==> src/rtl/i2c_target_ctrl.sv <==
`timescale 1ns/1ps
// I2C target: oversampled SCL/SDA, START/STOP decode, 7-bit address match,
// byte receive for writes and byte transmit for reads over open-drain SDA.
module i2c_target_ctrl #(
    parameter logic [6:0] TARGET_ADDR = 7'h50,
    parameter int         SYNC_STAGES = 2
) (
    input  logic       clk,
    input  logic       rst_n,
    input  logic       scl_in,
    input  logic       sda_in,
    output logic       sda_oe,
    output logic [7:0] rx_data,
    output logic       rx_valid,
    input  logic [7:0] tx_data,
    output logic       tx_load,
    output logic       nack,
    output logic       rw,
    output logic       busy,
    output logic [3:0] state
);
    typedef enum logic [3:0] {
        IDLE      = 4'd0,
        ADDR      = 4'd1,
        ADDR_ACK  = 4'd2,
        WRITE     = 4'd3,
        WRITE_ACK = 4'd4,
        READ      = 4'd5,
        READ_ACK  = 4'd6,
        WAIT_STOP = 4'd7
    } state_t;

    state_t                 st;
    logic [SYNC_STAGES-1:0] scl_sync, sda_sync;
    logic                   scl_d, sda_d;
    logic                   scl_s, sda_s;
    logic                   scl_rise, scl_fall, start_c, stop_c;
    logic [7:0]             shreg;
    logic [2:0]             bit_cnt;
    logic                   byte_done;
    logic                   master_nack;

    // Synchronizers reset to the idle-bus level so release of reset is not an edge.
    always_ff @(posedge clk or negedge rst_n) begin
        if (!rst_n) begin
            scl_sync <= '1;
            sda_sync <= '1;
            scl_d    <= 1'b1;
            sda_d    <= 1'b1;
        end else begin
            scl_sync <= {scl_sync[SYNC_STAGES-2:0], scl_in};
            sda_sync <= {sda_sync[SYNC_STAGES-2:0], sda_in};
            scl_d    <= scl_sync[SYNC_STAGES-1];
            sda_d    <= sda_sync[SYNC_STAGES-1];
        end
    end

    always_comb begin
        scl_s    = scl_sync[SYNC_STAGES-1];
        sda_s    = sda_sync[SYNC_STAGES-1];
        scl_rise = scl_s & ~scl_d;
        scl_fall = ~scl_s & scl_d;
        start_c  = scl_s & scl_d & sda_d & ~sda_s;
        stop_c   = scl_s & scl_d & ~sda_d & sda_s;
    end

    always_ff @(posedge clk or negedge rst_n) begin
        if (!rst_n) begin
            st          <= IDLE;
            shreg       <= '0;
            bit_cnt     <= '0;
            byte_done   <= 1'b0;
            master_nack <= 1'b0;
            sda_oe      <= 1'b0;
            rx_data     <= '0;
            rx_valid    <= 1'b0;
            tx_load     <= 1'b0;
            nack        <= 1'b0;
            rw          <= 1'b0;
        end else begin
            rx_valid <= 1'b0;
            tx_load  <= 1'b0;
            nack     <= 1'b0;
            if (start_c) begin
                st        <= ADDR;
                bit_cnt   <= '0;
                byte_done <= 1'b0;
                sda_oe    <= 1'b0;
            end else if (stop_c) begin
                st        <= IDLE;
                bit_cnt   <= '0;
                byte_done <= 1'b0;
                sda_oe    <= 1'b0;
            end else begin
                case (st)
                    IDLE: sda_oe <= 1'b0;
                    ADDR: begin
                        if (scl_rise) begin
                            shreg   <= {shreg[6:0], sda_s};
                            bit_cnt <= bit_cnt + 3'd1;
                            if (bit_cnt == 3'd7) byte_done <= 1'b1;
                        end else if (scl_fall && byte_done) begin
                            byte_done <= 1'b0;
                            // General call (address 0) is never acknowledged.
                            if (shreg[7:1] == TARGET_ADDR && shreg[7:1] != 7'd0) begin
                                rw     <= shreg[0];
                                st     <= ADDR_ACK;
                                sda_oe <= 1'b1;
                            end else begin
                                st     <= WAIT_STOP;
                                sda_oe <= 1'b0;
                            end
                        end
                    end
                    ADDR_ACK: begin
                        if (scl_fall) begin
                            bit_cnt <= '0;
                            if (rw) begin
                                shreg   <= tx_data;
                                tx_load <= 1'b1;
                                sda_oe  <= ~tx_data[7];
                                st      <= READ;
                            end else begin
                                sda_oe <= 1'b0;
                                st     <= WRITE;
                            end
                        end
                    end
                    WRITE: begin
                        if (scl_rise) begin
                            shreg   <= {shreg[6:0], sda_s};
                            bit_cnt <= bit_cnt + 3'd1;
                            if (bit_cnt == 3'd7) begin
                                rx_data   <= {shreg[6:0], sda_s};
                                rx_valid  <= 1'b1;
                                byte_done <= 1'b1;
                            end
                        end else if (scl_fall && byte_done) begin
                            byte_done <= 1'b0;
                            sda_oe    <= 1'b1;
                            st        <= WRITE_ACK;
                        end
                    end
                    WRITE_ACK: begin
                        if (scl_fall) begin
                            sda_oe <= 1'b0;
                            st     <= WRITE;
                        end
                    end
                    READ: begin
                        // MSB is already on the bus; each fall advances one bit.
                        if (scl_fall) begin
                            bit_cnt <= bit_cnt + 3'd1;
                            if (bit_cnt == 3'd7) begin
                                sda_oe <= 1'b0;
                                st     <= READ_ACK;
                            end else begin
                                sda_oe <= ~shreg[6];
                                shreg  <= {shreg[6:0], 1'b0};
                            end
                        end
                    end
                    READ_ACK: begin
                        if (scl_rise) begin
                            master_nack <= sda_s;
                            nack        <= sda_s;
                        end else if (scl_fall) begin
                            if (master_nack) begin
                                st <= WAIT_STOP;
                            end else begin
                                shreg   <= tx_data;
                                tx_load <= 1'b1;
                                sda_oe  <= ~tx_data[7];
                                bit_cnt <= '0;
                                st      <= READ;
                            end
                        end
                    end
                    WAIT_STOP: sda_oe <= 1'b0;
                    default: begin
                        st     <= IDLE;
                        sda_oe <= 1'b0;
                    end
                endcase
            end
        end
    end

    assign state = st;
    assign busy  = (st != IDLE);
endmodule

==> config.mk <==
export PLATFORM = sky130hd
export DESIGN_NAME = i2c_target_ctrl
export DESIGN_NICKNAME = d
export VERILOG_FILES = /design/src/rtl/i2c_target_ctrl.sv
export SDC_FILE = /design/constraint.sdc
export NUM_CORES = 1
export LEC_CHECK = 0
export CAP_MARGIN = 40
export CORE_UTILIZATION = 52
export DETAILED_ROUTE_END_ITERATION = 10
export PLACE_DENSITY = 0.74
export SLEW_MARGIN = 10
export SYNTH_ARGS = -nofsm -noshare
export SYNTH_HDL_FRONTEND = slang
export SYNTH_SLANG_ARGS = --single-unit
==> constraint.sdc <==
create_clock -name clk -period 2.33 [get_ports clk]
set_input_delay 0.5825 -clock clk [delete_from_list [all_inputs] [get_ports clk]]
set_output_delay 0.5825 -clock clk [all_outputs]
set_load 0.005 [all_outputs]
==> run summary, run 1 <==
status: complete, no violations
DRT Wirelength: 3.54 mm
Synth Area per Inst: 11.3 µm²
Internal Dissipation: 1360 µW
Mapped Cells: 159
crit path kind: reg2out
pin count of the biggest net entering global routing: 36
# nets final: 205
dpl ws: 329 ps
final hold vios: 0
die span in y: 60.8 µm
Synth Flop Type: dfrtp_1
Final WS setup: 49.0 ps
Critical Path End: busy
CP top delay family: flip-flops
CP Data Required Time: 1750 ps
GPL Wtd Cong: 0.921
clock-pin transition on the worst setup and hold timing paths: 100 ps
Seq pwr share: 40.4%
Starting Density: 56.6%
Rows: 20
n_diodes: 0
drt drc: 0
post-DP HPWL: 2.55 mm
Post-synth EDFFs: 0
Worst R2R Start: bit_cnt[0]
CTS Buf Count: 5
number of global-route vias before repair: 1,375
CP startpoint: state[0]
Vias: 1,366
fin. max-slew vios: 0
setup TNS: 0 ps
Crit path largest cell delay: 520 ps
post-DR vias/cell: 5.79
fin crit period: 2280 ps
initial antenna violation count: 0
critical path arrival: 1700 ps
sequential area share after synthesis: 49.1%
clock power share: 14.2%
H-Tree Depth: 2
I/O Buffers: 28
RSZ-0062 raised after global routing: false
routed length per instance: 15.0 µm
Core Region: 3180 µm²
synthesis-to-finish area growth: 20.4%
share of layout cells above drive strength 1: 23.4%
Net Sw Frac: 38.5%
Worst Reg-to-Reg Cells: 8
CTS Buffer Depth: 2
crit end category: output port
Post-DRT Antenna Nets: 0
total power: 2210 µW
Slowest cell on crit path: dfrtp_2
Max Fclk: 438 MHz
global route total overflow: 0
Max-slew headroom: 60.3%
Yosys top cell area share: 40.4%
CP max FO: 16
CTS tree: yes
num ports: 30
r2r endpoint: shreg[0]
All-Layer GR Usage: 22.2%
Unique masters post-synth: 48
dominant cells by area after synthesis: dfrtp_1 40%, dfstp_2 8.8%, mux2_2 5.6%
critical path buffer and inverter count: 1
Ys Warns: 0
power per cell area: 1020 nW/µm²
Worst Max-Slew Pin Slew: 593 ps
dominant cell type by area after synthesis: dfrtp_1
Hold Crit Class: reg2reg
die area: 3700 µm²
Post-Syn Area: 1800 µm²
Final Util: 68.1%
asr flop ratio synth: 100%
Setup Skew: 7.37 ps
maximum vdd ir drop: 0.000682 V
DRT Pass-1 Iters: 5
setup violators final: 0
first-pass GRT wire length: 5.96 mm
critical path depth: 2
max-cap violation count: 0
worst skew pair latency: 340 ps
Comb pwr share: 45.3%
sw power: 851 µW
Setup crit start kind: flop
Synthesized Nets: 173
crit share post-route: 97.9%
critical-path cell list: or3_1, clkdlybuf4s50_1
synthesized flop and latch total: 35
initial DRC count: 58
P_leak: 0.000935 µW
width of the die: 60.8 µm
CTS Sinks: 35
Clk Tree Root Cell: clkbuf_4
Post-CTS Hold Buffers: 0
R2R setup slack: 340 ps
==> cell type report <==
class                   instances  area [µm²]
inverters                       7        26.3
clock inverters                 2        12.5
well taps                      44        55.1
clock buffers                   6        41.3
multi-input cells             109         827
flip-flops and latches         35         885
fillers                       252        1010
repair buffers                 33         318
==> cells by family (layout without fill, tap and decap cells) <==
logic type,count (synthesis),count (layout),share of synthesized area [%]
xor gates and xnor gates,1,1,0.487
muxes,20,20,12.3
buffers and inverters,15,48,4.87
adders and majority gates,2,2,1.39
other,1,1,0.209
AOI/OAI and AO/OA,41,41,18.0
DFF,35,35,49.1
and+or+nand+nor,44,44,13.6
==> layer usage <==
metal / wire length, µm / share of wire [%] / GRT usage (%)
met1: 1540 / 43 / 28.3
met2: 1790 / 50 / 35.5
met3: 174 / 4.9 / 6.40
met4: 42 / 1.2 / 9.09
met5: 0 / 0 / 0
==> flip-flops by register name, summed over array words and instances (netlist names), 2 cells and up <==
register  cells
shreg         8
bit_cnt       3
rx_data       8
state         3
scl_sync      2
sda_sync      2
==> worst min path at each step <==
stage / start / end / cells past startpoint
global placement: scl_sync[0] / scl_sync[1] / 0
finish: scl_sync[0] / scl_sync[1] / 0
global route: scl_sync[0] / scl_sync[1] / 0
detailed placement: scl_sync[0] / scl_sync[1] / 0
floorplan: rst_n / bit_cnt[0] / 0
CTS: scl_sync[0] / scl_sync[1] / 0
==> stage by stage <==
stage,hold WS [ps],cell area (µm²),instances
floorplan,287,1800,159
global placement,347,2110,228
detailed placement,349,2110,228
CTS,365,2160,236
global route,367,2160,236
finish,363,2160,236
==> Yosys cell counts, types with 3 or more instances <==
library cell	n
nor2_1	14
mux2_2	9
nor2_2	3
nand2_1	9
buf_6	3
a21oi_1	13
dfrtp_1	29
o21ai_0	5
dfstp_2	6
mux2i_1	9
a31oi_1	3
and2b_1	3
inv_1	6
buf_2	4
==> power by group through the flow <==
stage / clock (µW) / combinational [µW] / sequential [µW]
final: 315 / 1000 / 894
after global routing: 353 / 1100 / 910
after CTS: 328 / 999 / 888
after detailed placement: 0 / 995 / 898
after global placement: 0 / 960 / 893
after floorplan: 0 / 783 / 837
==> placed cells by master (no fill, tap or decap), types with 2 or more instances in the layout <==
| master | n |
|---|---|
| o21ai_0 | 5 |
| nor2_1 | 14 |
| a31oi_1 | 3 |
| buf_4 | 5 |
| mux2_4 | 2 |
| a22o_1 | 2 |
| nand2_1 | 9 |
| dfstp_2 | 6 |
| mux2i_1 | 9 |
| a21oi_1 | 13 |
| clkbuf_4 | 5 |
| nand3b_1 | 2 |
| clkdlybuf4s50_1 | 28 |
| nor3_1 | 2 |
| nor2b_1 | 2 |
| dfrtp_1 | 28 |
| nor2_2 | 3 |
| a21oi_2 | 2 |
| and2b_1 | 3 |
| a21o_1 | 2 |
| ha_1 | 2 |
| a22oi_2 | 2 |
| mux2_2 | 9 |
| inv_1 | 6 |
==> repair_timing <==
action	4_1_cts	5_1_grt
setup buffers	0	0
gates resized for setup	1	0
setup endpoints to repair	1	0
No activity file was read; power rests on OpenSTA's default activity.
==> inputs of run 2 (changes only) <==
Settings changed: SKIP_LAST_GASP set to 1.
==> results of run 2 <==
The final DEF is identical to that of run 1; final timing and power are the same.
